## src/rtl/reg_transfer_sequencer_if.sv

```systemverilog
// Bus bundle between the two transfer requesters, the sequencer and the register file enables.
interface reg_transfer_sequencer_if #(
    parameter int unsigned NUM_REGS  = 16,
    parameter int unsigned SEL_WIDTH = 4
);
    logic                 req0_valid;
    logic [SEL_WIDTH-1:0] req0_src;
    logic [SEL_WIDTH-1:0] req0_dst;
    logic                 req0_ba;
    logic                 req0_ready;
    logic                 req1_valid;
    logic [SEL_WIDTH-1:0] req1_src;
    logic [SEL_WIDTH-1:0] req1_dst;
    logic                 req1_ba;
    logic                 req1_ready;
    logic [NUM_REGS-1:0]  reg_out_en;
    logic [NUM_REGS-1:0]  reg_in_en;
    logic                 BAout;
    logic                 busy;
    logic                 done;
    logic                 done_id;

    modport master (
        output req0_valid, req0_src, req0_dst, req0_ba,
        output req1_valid, req1_src, req1_dst, req1_ba,
        input  req0_ready, req1_ready,
        input  reg_out_en, reg_in_en, BAout, busy, done, done_id
    );

    modport slave (
        input  req0_valid, req0_src, req0_dst, req0_ba,
        input  req1_valid, req1_src, req1_dst, req1_ba,
        output req0_ready, req1_ready,
        output reg_out_en, reg_in_en, BAout, busy, done, done_id
    );
endinterface

```

## src/rtl/reg_transfer_sequencer.sv

```systemverilog
// Register-to-register transfer sequencer: IDLE -> DRIVE -> WRITE -> DONE with a two-requester arbiter.
// Define XFER_RR_ARB_EN for round-robin arbitration; otherwise requester 0 has fixed priority.
module reg_transfer_sequencer #(
    parameter int unsigned NUM_REGS  = 16,
    parameter int unsigned SEL_WIDTH = 4
) (
    input logic clock,
    input logic clear,
    reg_transfer_sequencer_if.slave bus
);
    typedef enum logic [1:0] {S_IDLE, S_DRIVE, S_WRITE, S_DONE} state_t;

    state_t               state_q, state_d;
    logic [SEL_WIDTH-1:0] src_q, src_d, dst_q, dst_d;
    logic                 ba_q, ba_d, owner_q, owner_d;
    logic [NUM_REGS-1:0]  out_en_q, out_en_d, in_en_q, in_en_d;
    logic                 baout_q, baout_d, busy_q, busy_d;
    logic                 done_q, done_d, done_id_q, done_id_d;
    logic                 grant, any_valid, idle_c;
`ifdef XFER_RR_ARB_EN
    logic                 prio_q, prio_d;
`endif

    // Out-of-range indices decode to an all-zero vector.
    function automatic logic [NUM_REGS-1:0] decode(input logic [SEL_WIDTH-1:0] idx);
        logic [NUM_REGS-1:0] v;
        v = '0;
        for (int unsigned i = 0; i < NUM_REGS; i++) v[i] = (32'(idx) == i);
        return v;
    endfunction

    // Arbiter: grant=1 selects requester 1.
    always_comb begin
        any_valid = bus.req0_valid | bus.req1_valid;
        idle_c    = clear & (state_q == S_IDLE);
`ifdef XFER_RR_ARB_EN
        if (bus.req0_valid && bus.req1_valid) grant = prio_q;
        else                                  grant = ~bus.req0_valid;
`else
        grant = ~bus.req0_valid;
`endif
    end

    assign bus.req0_ready = idle_c & bus.req0_valid & ~grant;
    assign bus.req1_ready = idle_c & bus.req1_valid & grant;

    // Next state plus next values of the registered outputs, derived from the next state.
    always_comb begin
        state_d   = state_q;
        src_d     = src_q;
        dst_d     = dst_q;
        ba_d      = ba_q;
        owner_d   = owner_q;
`ifdef XFER_RR_ARB_EN
        prio_d    = prio_q;
`endif
        case (state_q)
            S_IDLE: begin
                if (any_valid) begin
                    state_d = S_DRIVE;
                    owner_d = grant;
                    src_d   = grant ? bus.req1_src : bus.req0_src;
                    dst_d   = grant ? bus.req1_dst : bus.req0_dst;
                    ba_d    = grant ? bus.req1_ba  : bus.req0_ba;
                end
            end
            S_DRIVE: state_d = S_WRITE;
            S_WRITE: state_d = S_DONE;
            S_DONE: begin
                state_d = S_IDLE;
`ifdef XFER_RR_ARB_EN
                prio_d  = ~owner_q;
`endif
            end
            default: state_d = S_IDLE;
        endcase

        out_en_d  = '0;
        in_en_d   = '0;
        baout_d   = 1'b1;
        busy_d    = (state_d != S_IDLE);
        done_d    = (state_d == S_DONE);
        done_id_d = done_id_q;
        case (state_d)
            S_DRIVE: out_en_d = decode(src_d);
            S_WRITE: begin
                out_en_d = decode(src_d);
                in_en_d  = decode(dst_d);
                if (dst_d == '0) baout_d = ~ba_d;
            end
            S_DONE:  done_id_d = owner_d;
            default: ;
        endcase
    end

    always_ff @(posedge clock or negedge clear) begin
        if (!clear) begin
            state_q   <= S_IDLE;
            src_q     <= '0;
            dst_q     <= '0;
            ba_q      <= 1'b0;
            owner_q   <= 1'b0;
            out_en_q  <= '0;
            in_en_q   <= '0;
            baout_q   <= 1'b1;
            busy_q    <= 1'b0;
            done_q    <= 1'b0;
            done_id_q <= 1'b0;
`ifdef XFER_RR_ARB_EN
            prio_q    <= 1'b0;
`endif
        end else begin
            state_q   <= state_d;
            src_q     <= src_d;
            dst_q     <= dst_d;
            ba_q      <= ba_d;
            owner_q   <= owner_d;
            out_en_q  <= out_en_d;
            in_en_q   <= in_en_d;
            baout_q   <= baout_d;
            busy_q    <= busy_d;
            done_q    <= done_d;
            done_id_q <= done_id_d;
`ifdef XFER_RR_ARB_EN
            prio_q    <= prio_d;
`endif
        end
    end

    assign bus.reg_out_en = out_en_q;
    assign bus.reg_in_en  = in_en_q;
    assign bus.BAout      = baout_q;
    assign bus.busy       = busy_q;
    assign bus.done       = done_q;
    assign bus.done_id    = done_id_q;
endmodule

```

## src/flat_wrapper.sv

```systemverilog
// flat-port wrapper written by rule: the top's interface ports become plain ports
module reg_transfer_sequencer_flat 
#(
    parameter int unsigned NUM_REGS  = 16,
    parameter int unsigned SEL_WIDTH = 4
)
  (clock, clear, bus_req0_valid, bus_req0_src, bus_req0_dst, bus_req0_ba, bus_req1_valid, bus_req1_src, bus_req1_dst, bus_req1_ba, bus_req0_ready, bus_req1_ready, bus_reg_out_en, bus_reg_in_en, bus_BAout, bus_busy, bus_done, bus_done_id);
  reg_transfer_sequencer_if #(.NUM_REGS(NUM_REGS), .SEL_WIDTH(SEL_WIDTH)) bus_i ();
  input logic clock;
  input logic clear;
  input wire logic [$bits(bus_i.req0_valid)-1:0] bus_req0_valid;
  input wire logic [$bits(bus_i.req0_src)-1:0] bus_req0_src;
  input wire logic [$bits(bus_i.req0_dst)-1:0] bus_req0_dst;
  input wire logic [$bits(bus_i.req0_ba)-1:0] bus_req0_ba;
  input wire logic [$bits(bus_i.req1_valid)-1:0] bus_req1_valid;
  input wire logic [$bits(bus_i.req1_src)-1:0] bus_req1_src;
  input wire logic [$bits(bus_i.req1_dst)-1:0] bus_req1_dst;
  input wire logic [$bits(bus_i.req1_ba)-1:0] bus_req1_ba;
  output wire logic [$bits(bus_i.req0_ready)-1:0] bus_req0_ready;
  output wire logic [$bits(bus_i.req1_ready)-1:0] bus_req1_ready;
  output wire logic [$bits(bus_i.reg_out_en)-1:0] bus_reg_out_en;
  output wire logic [$bits(bus_i.reg_in_en)-1:0] bus_reg_in_en;
  output wire logic [$bits(bus_i.BAout)-1:0] bus_BAout;
  output wire logic [$bits(bus_i.busy)-1:0] bus_busy;
  output wire logic [$bits(bus_i.done)-1:0] bus_done;
  output wire logic [$bits(bus_i.done_id)-1:0] bus_done_id;
  assign bus_i.req0_valid = bus_req0_valid;
  assign bus_i.req0_src = bus_req0_src;
  assign bus_i.req0_dst = bus_req0_dst;
  assign bus_i.req0_ba = bus_req0_ba;
  assign bus_i.req1_valid = bus_req1_valid;
  assign bus_i.req1_src = bus_req1_src;
  assign bus_i.req1_dst = bus_req1_dst;
  assign bus_i.req1_ba = bus_req1_ba;
  assign bus_req0_ready = bus_i.req0_ready;
  assign bus_req1_ready = bus_i.req1_ready;
  assign bus_reg_out_en = bus_i.reg_out_en;
  assign bus_reg_in_en = bus_i.reg_in_en;
  assign bus_BAout = bus_i.BAout;
  assign bus_busy = bus_i.busy;
  assign bus_done = bus_i.done;
  assign bus_done_id = bus_i.done_id;
  reg_transfer_sequencer #(.NUM_REGS(NUM_REGS), .SEL_WIDTH(SEL_WIDTH)) u_core (.clock(clock), .clear(clear), .bus(bus_i));
endmodule
```

## config.mk

```make
export PLATFORM = sky130hd
export DESIGN_NAME = reg_transfer_sequencer_flat
export DESIGN_NICKNAME = d
export VERILOG_FILES = /design/src/rtl/reg_transfer_sequencer_if.sv /design/src/rtl/reg_transfer_sequencer.sv /design/src/flat_wrapper.sv
export SDC_FILE = /design/constraint.sdc
export NUM_CORES = 1
export LEC_CHECK = 0
export CAP_MARGIN = 30
export CORE_MARGIN = 2
export CORE_UTILIZATION = 35
export DETAILED_ROUTE_END_ITERATION = 7
export PLACE_DENSITY = 0.63
export SETUP_SLACK_MARGIN = 0.3
export SLEW_MARGIN = 10
export SYNTH_ARGS = -nofsm -noshare
export SYNTH_HDL_FRONTEND = slang
export SYNTH_SLANG_ARGS = --single-unit
```

## constraint.sdc

```tcl
create_clock -name clock -period 4.6 [get_ports clock]
set_input_delay 0.46 -clock clock [delete_from_list [all_inputs] [get_ports clock]]
set_output_delay 0.46 -clock clock [all_outputs]
set_load 0.05 [all_outputs]
```

==> summary.txt, run 1 <==
Worst setup path
  • R2R setup slack: 2.07 ns
  • Crit end category: output port
  • Worst EP required: 4.14 ns
  • Crit-path slowest cell: clkdlybuf4s50_1
  • Worst Setup SP: u_core.state_q[0]$_DFF_PN0_
  • Worst EP arrival: ~2.7 ns
  • RR Endpoint: u_core.bus.BAout$_DFF_PN1_
  • CP max stage delay: slightly above 0.8 ns
  • Crit Path Class: reg2out
  • Startpoint types: flop
  • Max FO, Critical Path: 17
  • Reg2reg path depth: 7
  • Reg-to-Reg Start: u_core.state_q[0]$_DFF_PN0_
  • CP Cell Sequence: inv_1, ha_1, and3_1, clkdlybuf4s50_1

Placed design
  • Final HPWL DP: 2.851 mm
  • Final GP Congestion: 0.7399
  • DP Cell Count: around 280
  • Count of input and output buffers: 59
  • Post-DP Area: roughly 2600 µm²

CTS
  • Num CTS Buffers: 5
  • Post-cts sizing count: 0
  • CTS root buf: clkbuf_8
  • CTS tree: built
  • Skew-Pair Late Insertion Delay: 0.29 ns
  • # clock sinks: 48
  • Setup bufs post-CTS: 0
  • Clk slew on worst S/H paths: around 0.090 ns
  • CTS H-tree lvls: 2
  • Clock buffer depth: 2
  • Hold buffers post-CTS: 0

Cells and area
  • Most frequent cells in the layout: clkdlybuf4s50_1 (58), dfrtp_1 (47), nor2_1 (17)
  • Layout Cells excl Fill: 287
  • Multi-input logic area: 701.9 µm²
  • Post-route cell area: 2726 µm²
  • Commonest non-fill, non-tap cell in the layout: clkdlybuf4s50_1
  • FF+latch area: 1202 µm²
  • Filler instances: 492
  • Area grow syn2layout: 37.13%
  • N_diodes: 0
  • Share of layout cells above drive strength 1: between 15 and 20%
  • Final #Nets: 241

Timing
  • Count of final max-slew check failures: 0
  • Highest clock rate: approximately 0.32 GHz
  • Final hold viol count: 0
  • Min Hold Slack: around 0.11 ns
  • Fin crit period: 3.127 ns
  • RSZ-0062 raised after global routing: false
  • Setup TNS: 0 ns
  • # setup viols final: 0
  • Rel. slew slack: 41.34%
  • Clock skew: 0.007377 ns
  • Final period utilization: 67.98%
  • Actual slew at the worst max-slew pin: 0.8799 ns

Synth
  • Post-Syn Instances: 152
  • Synthesized area: about 2000 µm²
  • Syn_area_per_cell: 13.08 µm²
  • YS warnings: 0
  • Seq/Total Area, Yosys: 60.48%
  • Share of the synthesized area in the top cell type: 59.16%
  • Cell accounting for the most synthesized area: dfrtp_1
  • Synth top area cells: dfrtp_1 (59%), nor4_2 (5.0%), a22oi_4 (3.2%), nor2_1 (3.2%), ha_1 (3.1%)
  • Synthesized Nets: 179
  • Synth cell types: 37
  • Yosys reg bits: 48

Floorplanning
  • Die height: 79.37 µm
  • Core area: 5507 µm²
  • Full die area: 6300 µm²
  • Die W: 79.37 µm
  • Floorplan row count: 27
  • Initial core utilization: 36.11%
  • Top Ports: 60

Route
  • WL met1: 1.788 mm
  • WL/cell: around 13 µm
  • Routed vias/inst: 4.756
  • DRC Markers: 0
  • Metal2 WL: 1.867 mm
  • Iteration-0 DRC Markers: 32
  • DR pass1 iterations: 4
  • WL met3: 153 µm
  • Routed wire length: approximately 3.8 mm
  • Number of routed nets with antenna violations: 0
  • Max Used Layer: met4
  • DR vias: approximately 1400

Power and ir drop
  • Pwr/cell area: 638.6 nW/µm²
  • LEAKAGE: 1.206 nW
  • VDD IR max: roughly 0.34 mV

Global route
  • Initial antenna violation count: 0
  • First-pass GRT wire length: 6.306 mm
  • Vias in the first global route: roughly 1300
  • Overflow after GRT: 0
  • Overall Global Routing Usage: 13.00%
  • Largest net degree at the start of global routing: 31

Run status
  • Status: finished, final reports clean

Hold path
  • Worst hold path type: in2async

Flow run
  • Max-cap violations: 0
[power breakdown]
part	internal, mW	switching (mW)
sequential	0.533	0.0398
combinational	0.289	0.621
clock	0.122	0.135
[per-layer routing]
| metal | global-route usage [%] | vias to the layer above |
|---|---|---|
| met5 | 0 | - |
| met2 | 20.93 | 40 |
| met1 | 17.42 | 663 |
| li1 | - | 660 |
| met4 | 3.621 | 0 |
| met3 | 3.394 | 2 |
[logic make-up after synthesis]
family	after synthesis	share of synthesized area, %
AO/OA/AOI/OAI	17	10.26
adder cells (fa/ha/maj)	5	3.147
buffers and inverters	16	4.216
flip-flops	48	60.48
multiplexers	1	0.5664
AND/OR/NAND/NOR	65	21.33
[per-stage QoR]
| stage | setup slack [ns] | total power [mW] | utilization, % |
|---|---|---|---|
| after floorplan | 2.616 | 1.258 | - |
| after global placement | 1.630 | 1.490 | 47.74 |
| after detailed placement | 1.607 | 1.504 | 47.74 |
| after CTS | 1.467 | 1.761 | 49.51 |
| after global routing | 1.310 | 1.860 | 49.51 |
| final | 1.473 | 1.741 | 49.51 |
[worst max-delay path, delay by kind of cell, from the launching register on]
kind,cells,cell delay (ns)
fa+ha+maj,1,0.75
buf+inv,2,0.92
simple gates,1,0.31
flops,1,0.41
[sequential cells by signal, indices dropped and copies added (netlist names)]
| register | cells |
|---|---|
| u_core.ba_q | 1 |
| u_core.bus.done_id | 1 |
| u_core.bus.BAout | 1 |
| u_core.dst_q | 4 |
| u_core.bus.reg_in_en | 16 |
| u_core.bus.reg_out_en | 16 |
| u_core.owner_q | 1 |
| u_core.src_q | 4 |
| u_core.state_q | 2 |
| u_core.bus.done | 1 |
| u_core.bus.busy | 1 |
[cell usage after synthesis]
library cell  number
dfrtp_1           47
nor2_1            17
nand2_1            8
nor4_1             8
nor4_2             8
inv_1              7
ha_1               5
inv_2              4
nand3b_1           4
nand4bb_1          4
a22oi_4            3
a211o_1            2
a21oi_1            2
a22o_1             2
and3_1             2
buf_4              2
buf_6              2
nand2b_1           2
nand4_1            2
nor2b_1            2
o221a_2            2
or2_1              2
a21o_1             1
and2_1             1
buf_2              1
dfstp_2            1
mux2_2             1
nand2_2            1
nand2b_2           1
nor3_1             1
nor3b_1            1
o211a_1            1
o21a_4             1
o21ai_2            1
o21ai_4            1
o221ai_2           1
or3b_1             1
[final cells by class]
type / instances / area share [%]
clock buffers: 6 / 3.029
clock inverters: 2 / 0.5507
inverters: 11 / 1.514
multi-input cells: 88 / 25.75
flip-flops and latches: 48 / 44.10
well taps: 72 / 3.304
repair buffers: 60 / 21.75
[worst max path at each step]
stage / to / slack [ns] / depth (start not counted)
6_report: bus_req1_ready / 1.47 / 4
4_1_cts: bus_req1_ready / 1.47 / 4
3_5_place_dp: bus_req1_ready / 1.61 / 4
5_1_grt: bus_req1_ready / 1.31 / 4
2_1_floorplan: bus_req0_ready / 2.62 / 4
3_3_place_gp: bus_req1_ready / 1.63 / 4
No activity file was read; power rests on OpenSTA's default activity.
==> run 2, diff against run 1 <==
- PLACE_DENSITY: 0.63 -> 0.65
- clock period: 4.6 -> 2.6 ns (I/O delays scaled with it)
==> run 2 against run 1 <==
  * Utilization rose by 1.6 points
  * Sequential share of layout area shrank 1.4 points
  * Non-clock buffer count up 5
  * Clock-buffer cell count is the same
  * Final area increased by 3.2%
  * Combinational power rose by 81%
  * Wire length increased by 2.7%
  * Critical path type is now reg2reg
==> summary.txt, run 2 (synthesis results as in run 1) <==
Run status
  • Status: finished, final reports clean

Power and ir drop
  • Pwr/cell area: 1145 nW/µm² (+79%)
  • Net Switching: 1.413 mW (+77%)
  • Flop pwr share: 31.5% (-1.4 points)
  • VDD IR max: 0.6280 mV (+87%)
  • Internal power: 1.807 mW (+91%)
  • Clock power frac: 17.2% (+2.4 points)
  • LEAKAGE: 1.255 nW (+4.1%)
  • Gate power share: 51.3% (-1.0 points)
  • Sw frac: 43.89% (-1.9 points)

Global route
  • Overall Global Routing Usage: 13.89% (+0.89 points)
  • Initial antenna violation count: 0 (unchanged)
  • Overflow after GRT: 0 (unchanged)
  • First-pass GRT wire length: 6.762 mm (+7.2%)
  • Largest net degree at the start of global routing: 43 (+39%)
  • Vias in the first global route: 1399 (+11%)

CTS
  • Clock buffer depth: 2 (unchanged)
  • Setup bufs post-CTS: 0 (unchanged)
  • CTS H-tree lvls: 2 (unchanged)
  • Clk slew on worst S/H paths: 0.09 ns (about the same)
  • CTS tree: built
  • # clock sinks: 48 (unchanged)
  • Skew-Pair Late Insertion Delay: 0.29 ns (about the same)
  • Num CTS Buffers: 5 (unchanged)
  • CTS root buf: clkbuf_8

Worst setup path
  • Worst EP required: 2.79 ns (-1.35 ns)
  • R2R setup slack: 0.51 ns (-1.56 ns)
  • RR Endpoint: u_core.bus.reg_out_en[5]$_DFF_PN0_
  • CP max stage delay: 0.41 ns (-0.40 ns)
  • Crit end category: flop
  • CP Cell Sequence: inv_1, ha_2, o21ai_4, a22oi_4, inv_2, nor4_1
  • Reg-to-Reg Start: u_core.state_q[0]$_DFF_PN0_
  • Crit Path Class: reg2reg
  • Reg2reg path depth: 6 (-1)
  • Max FO, Critical Path: 14 (-3)
  • Startpoint types: flop
  • Worst EP arrival: 2.28 ns (-0.39 ns)
  • Crit-path slowest cell: dfrtp_1

Floorplanning
  • Floorplan row count: 27 (unchanged)
  • Top Ports: 60 (unchanged)
  • Die W: 79.37 µm (unchanged)
  • Initial core utilization: 36.11% (unchanged)
  • Core area: 5507 µm² (unchanged)
  • Full die area: 6300 µm² (unchanged)
  • Die height: 79.37 µm (unchanged)

Timing
  • Setup TNS: 0 ns (unchanged)
  • Final period utilization: around four fifths
  • Rel. slew slack: 66.29% (+25 points)
  • Final hold viol count: 0 (unchanged)
  • Count of final max-slew check failures: 0 (unchanged)
  • Clock skew: 0.005568 ns (-0.001809 ns)
  • Min Hold Slack: 0.3371 ns (+0.2291 ns)
  • Fin crit period: between 2 and 2.5 ns
  • RSZ-0062 raised after global routing: false
  • # setup viols final: 0 (unchanged)
  • Actual slew at the worst max-slew pin: 0.5041 ns (-0.3758 ns)
  • Highest clock rate: 0.4784 GHz

Route
  • DR vias: 1320 (-3.3%)
  • Iteration-0 DRC Markers: 78 (+140%)
  • DR pass1 iterations: 4 (unchanged)
  • WL/cell: 13.50 µm (+0.90%)
  • DRC Markers: 0 (unchanged)
  • Number of routed nets with antenna violations: 0 (unchanged)
  • Routed vias/inst: 4.521 (-5.0%)
  • Routed wire length: 3.942 mm (+2.7%)

Cells and area
  • Share of layout cells above drive strength 1: 19.09% (+2.8 points)
  • N_diodes: 0 (unchanged)
  • Final #Nets: 246 (+2.1%)
  • Commonest non-fill, non-tap cell in the layout: clkdlybuf4s50_1
  • Most frequent cells in the layout: clkdlybuf4s50_1 (56), dfrtp_1 (47), nor2_1 (17)
  • Area grow syn2layout: 41.47%
  • Layout Cells excl Fill: 292 (+1.7%)
  • Fin util: 51.08% (+1.6 points)

Hold path
  • Worst hold path type: in2async

Placed design
  • Count of input and output buffers: 59 (unchanged)
  • Final GP Congestion: 0.7797 (+5.4%)
  • Final HPWL DP: 2.886 mm (+1.2%)
  • DP Cell Count: 283 (+1.4%)

Flow run
  • Max-cap violations: 0 (unchanged)
## run 2: metrics by stage
stage / total power, mW / area [µm²] / setup slack (ns)
detailed placement: 2.682 / 2679 / 0.2917
CTS: 3.251 / 2813 / 0.4867
global route: 3.442 / 2813 / 0.3408
global placement: 2.676 / 2679 / 0.3530
floorplan: 2.226 / 1988 / 0.6975
finish: 3.220 / 2813 / 0.5098
## run 2: repair_timing
item,CTS,global route
hold buffers,1,0
gates resized for setup,1,0
endpoints found under the setup margin,4,0
hold endpoints to repair,6,0
## run 2: layout make-up
class,instances,area (µm²)
fillers,511,2694
clock buffers,6,82.58
repair buffers,65,653.1
inverters,11,41.29
flip-flops and latches,48,1202
well taps,72,90.09
clock inverters,2,38.79
multi-input cells,88,704.4
## run 2: how the worst max path moves through the flow
stage,from,end,slack (ns),cells after the start
floorplan,u_core.state_q[0]$_DFF_PN0_,u_core.bus.BAout$_DFF_PN1_,0.70,6
global placement,u_core.state_q[0]$_DFF_PN0_,u_core.bus.reg_out_en[12]$_DFF_PN0_,0.35,6
detailed placement,u_core.state_q[0]$_DFF_PN0_,u_core.bus.reg_out_en[5]$_DFF_PN0_,0.29,6
CTS,u_core.state_q[0]$_DFF_PN0_,u_core.bus.reg_out_en[5]$_DFF_PN0_,0.49,6
global route,u_core.state_q[0]$_DFF_PN0_,u_core.bus.reg_out_en[5]$_DFF_PN0_,0.34,6
finish,u_core.state_q[0]$_DFF_PN0_,u_core.bus.reg_out_en[5]$_DFF_PN0_,0.51,6
## run 2: power by group through the flow
stage	Clock (mW)	Combinational, mW	Sequential, mW
finish	0.553	1.65	1.01
global route	0.604	1.80	1.03
CTS	0.570	1.66	1.02
detailed placement	0	1.65	1.03
global placement	0	1.64	1.03
floorplan	0	0.826	1.40
## run 2: critical path: cells and delay by family, from the launching register on
kind | cells | cell delay [ns]
adder cells (fa/ha/maj) | 1 | 0.39
buffers and inverters | 2 | 0.28
AO/OA/AOI/OAI | 2 | 0.56
flip-flops | 1 | 0.41
AND/OR/NAND/NOR | 1 | 0.34
## run 2: routing by layer
metal / routed length, µm / GRT usage, % / up-vias
met4: 37 / 2.759 / 0
met2: 1888 / 23.22 / 40
met1: 1805 / 17.97 / 612
met5: 0 / 0 / -
met3: 210 / 4.186 / 4
li1: - / - / 664
==> run 3, diff against run 2 <==
- clock period: 2.6 -> 1.7 ns (I/O delays scaled with it)
==> run 3 against run 2 <==
  * The run now ends with hold timing, setup timing left
  * Worst hold slack got worse by 0.34 ns
  * Critical endpoint is now u_core.bus.reg_out_en[3]$_DFF_PN0_
  * Clock-buffer cell count did not move
  * Die area did not move
  * Largest power group unchanged
  * Register-to-register slack got worse by 0.62 ns
  * Non-clock buffer count rose by 32
  * Clock skew barely moved
  * Final cell count rose by 11%
  * Total power rose by 96%
  * Flip-flop and latch count did not move
  * Combinational power rose by 140%
  * Sequential share of layout area fell by 6.6 points
==> summary.txt, run 3 (synthesis results as in run 1) <==
Cells and area
  • Area grow syn2layout: 67.46%
  • N_diodes: 0 (unchanged)
  • Filler instances: 450 (-12%)
  • Commonest non-fill, non-tap cell in the layout: dfrtp_1
  • Most frequent cells in the layout: dfrtp_1 (47), buf_4 (30), dlygate4sd2_1 (27)
  • Post-route cell area: 3329 µm² (+18%)
  • Share of layout cells above drive strength 1: 46.03% (+27 points)
  • Final #Nets: 278 (+13%)
  • Layout Cells excl Fill: 324 (+11%)
  • Fin util: 60.46% (+9.4 points)

Worst setup path
  • Worst EP required: 1.91 ns (-0.88 ns)
  • CP Cell Sequence: inv_2, ha_4, buf_12, o21ai_4, buf_12, a22oi_4, inv_6, nor4_4
  • Crit Path Class: reg2reg
  • Crit end category: flop
  • Startpoint types: flop
  • Worst EP arrival: 2.02 ns (-0.26 ns)
  • Worst Path Buf+Inv: 4 (+2)
  • Crit-path slowest cell: dfrtp_1
  • CP max stage delay: 0.41 ns (about the same)
  • Max FO, Critical Path: 9 (-5)
  • Worst path most repeated cell: buf_12
  • Crit path max-delay family: buffers and inverters

Route
  • Number of routed nets with antenna violations: 0 (unchanged)
  • DR pass1 iterations: 4 (unchanged)
  • DRC Markers: 0 (unchanged)
  • DR vias: 1516 (+15%)
  • Iteration-0 DRC Markers: 35 (-55%)
  • Routed vias/inst: 4.679 (+3.5%)
  • WL/cell: 14.36 µm (+6.4%)
  • Routed wire length: 4.652 mm (+18%)

Floorplanning
  • Top Ports: 60 (unchanged)
  • Core area: 5507 µm² (unchanged)
  • Die W: 79.37 µm (unchanged)
  • Floorplan row count: 27 (unchanged)
  • Initial core utilization: 36.11% (unchanged)
  • Die height: 79.37 µm (unchanged)
  • Full die area: 6300 µm² (unchanged)

Timing
  • Count of final max-slew check failures: 0 (unchanged)
  • Final hold viol count: 8 (+8)
  • RSZ-0062 raised after global routing: true
  • Actual slew at the worst max-slew pin: 0.5030 ns (-0.001074 ns)
  • Fin crit period: 1.812 ns (-0.2780 ns)
  • Min Hold Slack: -0.006144 ns (-0.3433 ns)
  • # setup viols final: 28 (+28)
  • Rel. slew slack: 66.47% (+0.18 points)
  • Final period utilization: 106.6% (+26 points)
  • Highest clock rate: 0.5518 GHz (+15%)
  • Final setup margin: -0.1122 ns (-0.6220 ns)
  • Clock skew: 0.005809 ns (+0.0002407 ns)
  • Setup TNS: -1.809 ns (-1.809 ns)

Global route
  • First-pass GRT wire length: 7.251 mm (+7.2%)
  • Met3 Usage GRT: 4.186% (unchanged)
  • Overall Global Routing Usage: 15.33% (+1.4 points)
  • Grt met1 use: 18.22% (+0.25 points)
  • Largest net degree at the start of global routing: 42 (-2.3%)
  • Most Crowded Layer GR: met2
  • Initial antenna violation count: 0 (unchanged)
  • Overflow after GRT: 0 (unchanged)
  • Vias in the first global route: 1490 (+6.5%)
  • Met2 usage: 26.02% (+2.8 points)

Run status
  • Failing checks: hold timing, setup timing
  • Status: finished with violations

Flow run
  • Max-cap violations: 0 (unchanged)

Placed design
  • Dpl ws: -0.3050 ns (-0.5967 ns)
  • Count of input and output buffers: 59 (unchanged)
  • DP Cell Count: 307 (+8.5%)
  • Post-DP Area: 2912 µm² (+8.7%)
  • Final HPWL DP: 3.187 mm (+10%)
  • Final GP Congestion: 0.7518 (-3.6%)

CTS
  • Num CTS Buffers: 5 (unchanged)
  • CTS tree: built
  • Clock buffer depth: 2 (unchanged)
  • CTS H-tree lvls: 2 (unchanged)
  • Clk slew on worst S/H paths: 0.09 ns (about the same)
  • Skew-Pair Late Insertion Delay: 0.30 ns (about the same)
  • # clock sinks: 48 (unchanged)
  • CTS root buf: clkbuf_8

Power and ir drop
  • VDD IR max: 1.397 mV (+120%)
  • LEAKAGE: 1.604 nW (+28%)
  • Pwr/cell area: 1892 nW/µm² (+65%)
  • Overall power: 6.301 mW (+96%)

Hold path
  • Worst hold path type: in2async
[run 3: final cells by class]
class | count | area [µm²] | area share (%)
repair buffers | 97 | 919.6 | 27.62
well taps | 72 | 90.09 | 2.706
clock inverters | 2 | 15.01 | 0.4510
clock buffers | 6 | 82.58 | 2.480
multi-input cells | 88 | 965.9 | 29.01
inverters | 11 | 53.80 | 1.616
flip-flops and latches | 48 | 1202 | 36.11
[run 3: final timing paths]
check,from,to,slack (ns),depth (start not counted)
hold reg to reg,u_core.ba_q$_DFF_PN0_,u_core.ba_q$_DFF_PN0_,0.52,1
min in group clock,u_core.ba_q$_DFF_PN0_,u_core.ba_q$_DFF_PN0_,0.52,1
setup reg to reg,u_core.state_q[0]$_DFF_PN0_,u_core.bus.reg_out_en[3]$_DFF_PN0_,-0.11,8
setup / recovery,u_core.state_q[0]$_DFF_PN0_,u_core.bus.reg_out_en[3]$_DFF_PN0_,-0.11,8
hold / removal,clear,u_core.bus.reg_in_en[0]$_DFF_PN0_,-0.006,2
max in group asynchronous,clear,u_core.bus.reg_out_en[9]$_DFF_PN0_,1.11,2
[run 3: power breakdown]
part / total [mW] / switching (mW) / internal [mW]
Combinational: 4.03 / 2.38 / 1.65
Clock: 0.708 / 0.379 / 0.329
Sequential: 1.56 / 0.120 / 1.44
[run 3: metal layers]
metal  up-vias  wire length [µm]
li1        730                 -
met1       736              1889
met2        41              2459
met3         9               197
met4         0               106
met5         -                 0
[run 3: repair_timing]
action | 4_1_cts | 5_1_grt
hold buffers | 1 | 0
gates resized for setup | 45 | 44
pin swaps | 9 | 9
buffers inserted | 4 | 4
setup endpoints to repair | 68 | 46
hold endpoints to repair | 7 | 0
[run 3: worst reg2reg max path: stages, from the launching register on]
cell and delay [ns]:
dfrtp_1 0.41, inv_2 0.14, ha_4 0.23, buf_12 0.12
o21ai_4 0.06, buf_12 0.14, a22oi_4 0.22, inv_6 0.11
nor4_4 0.29
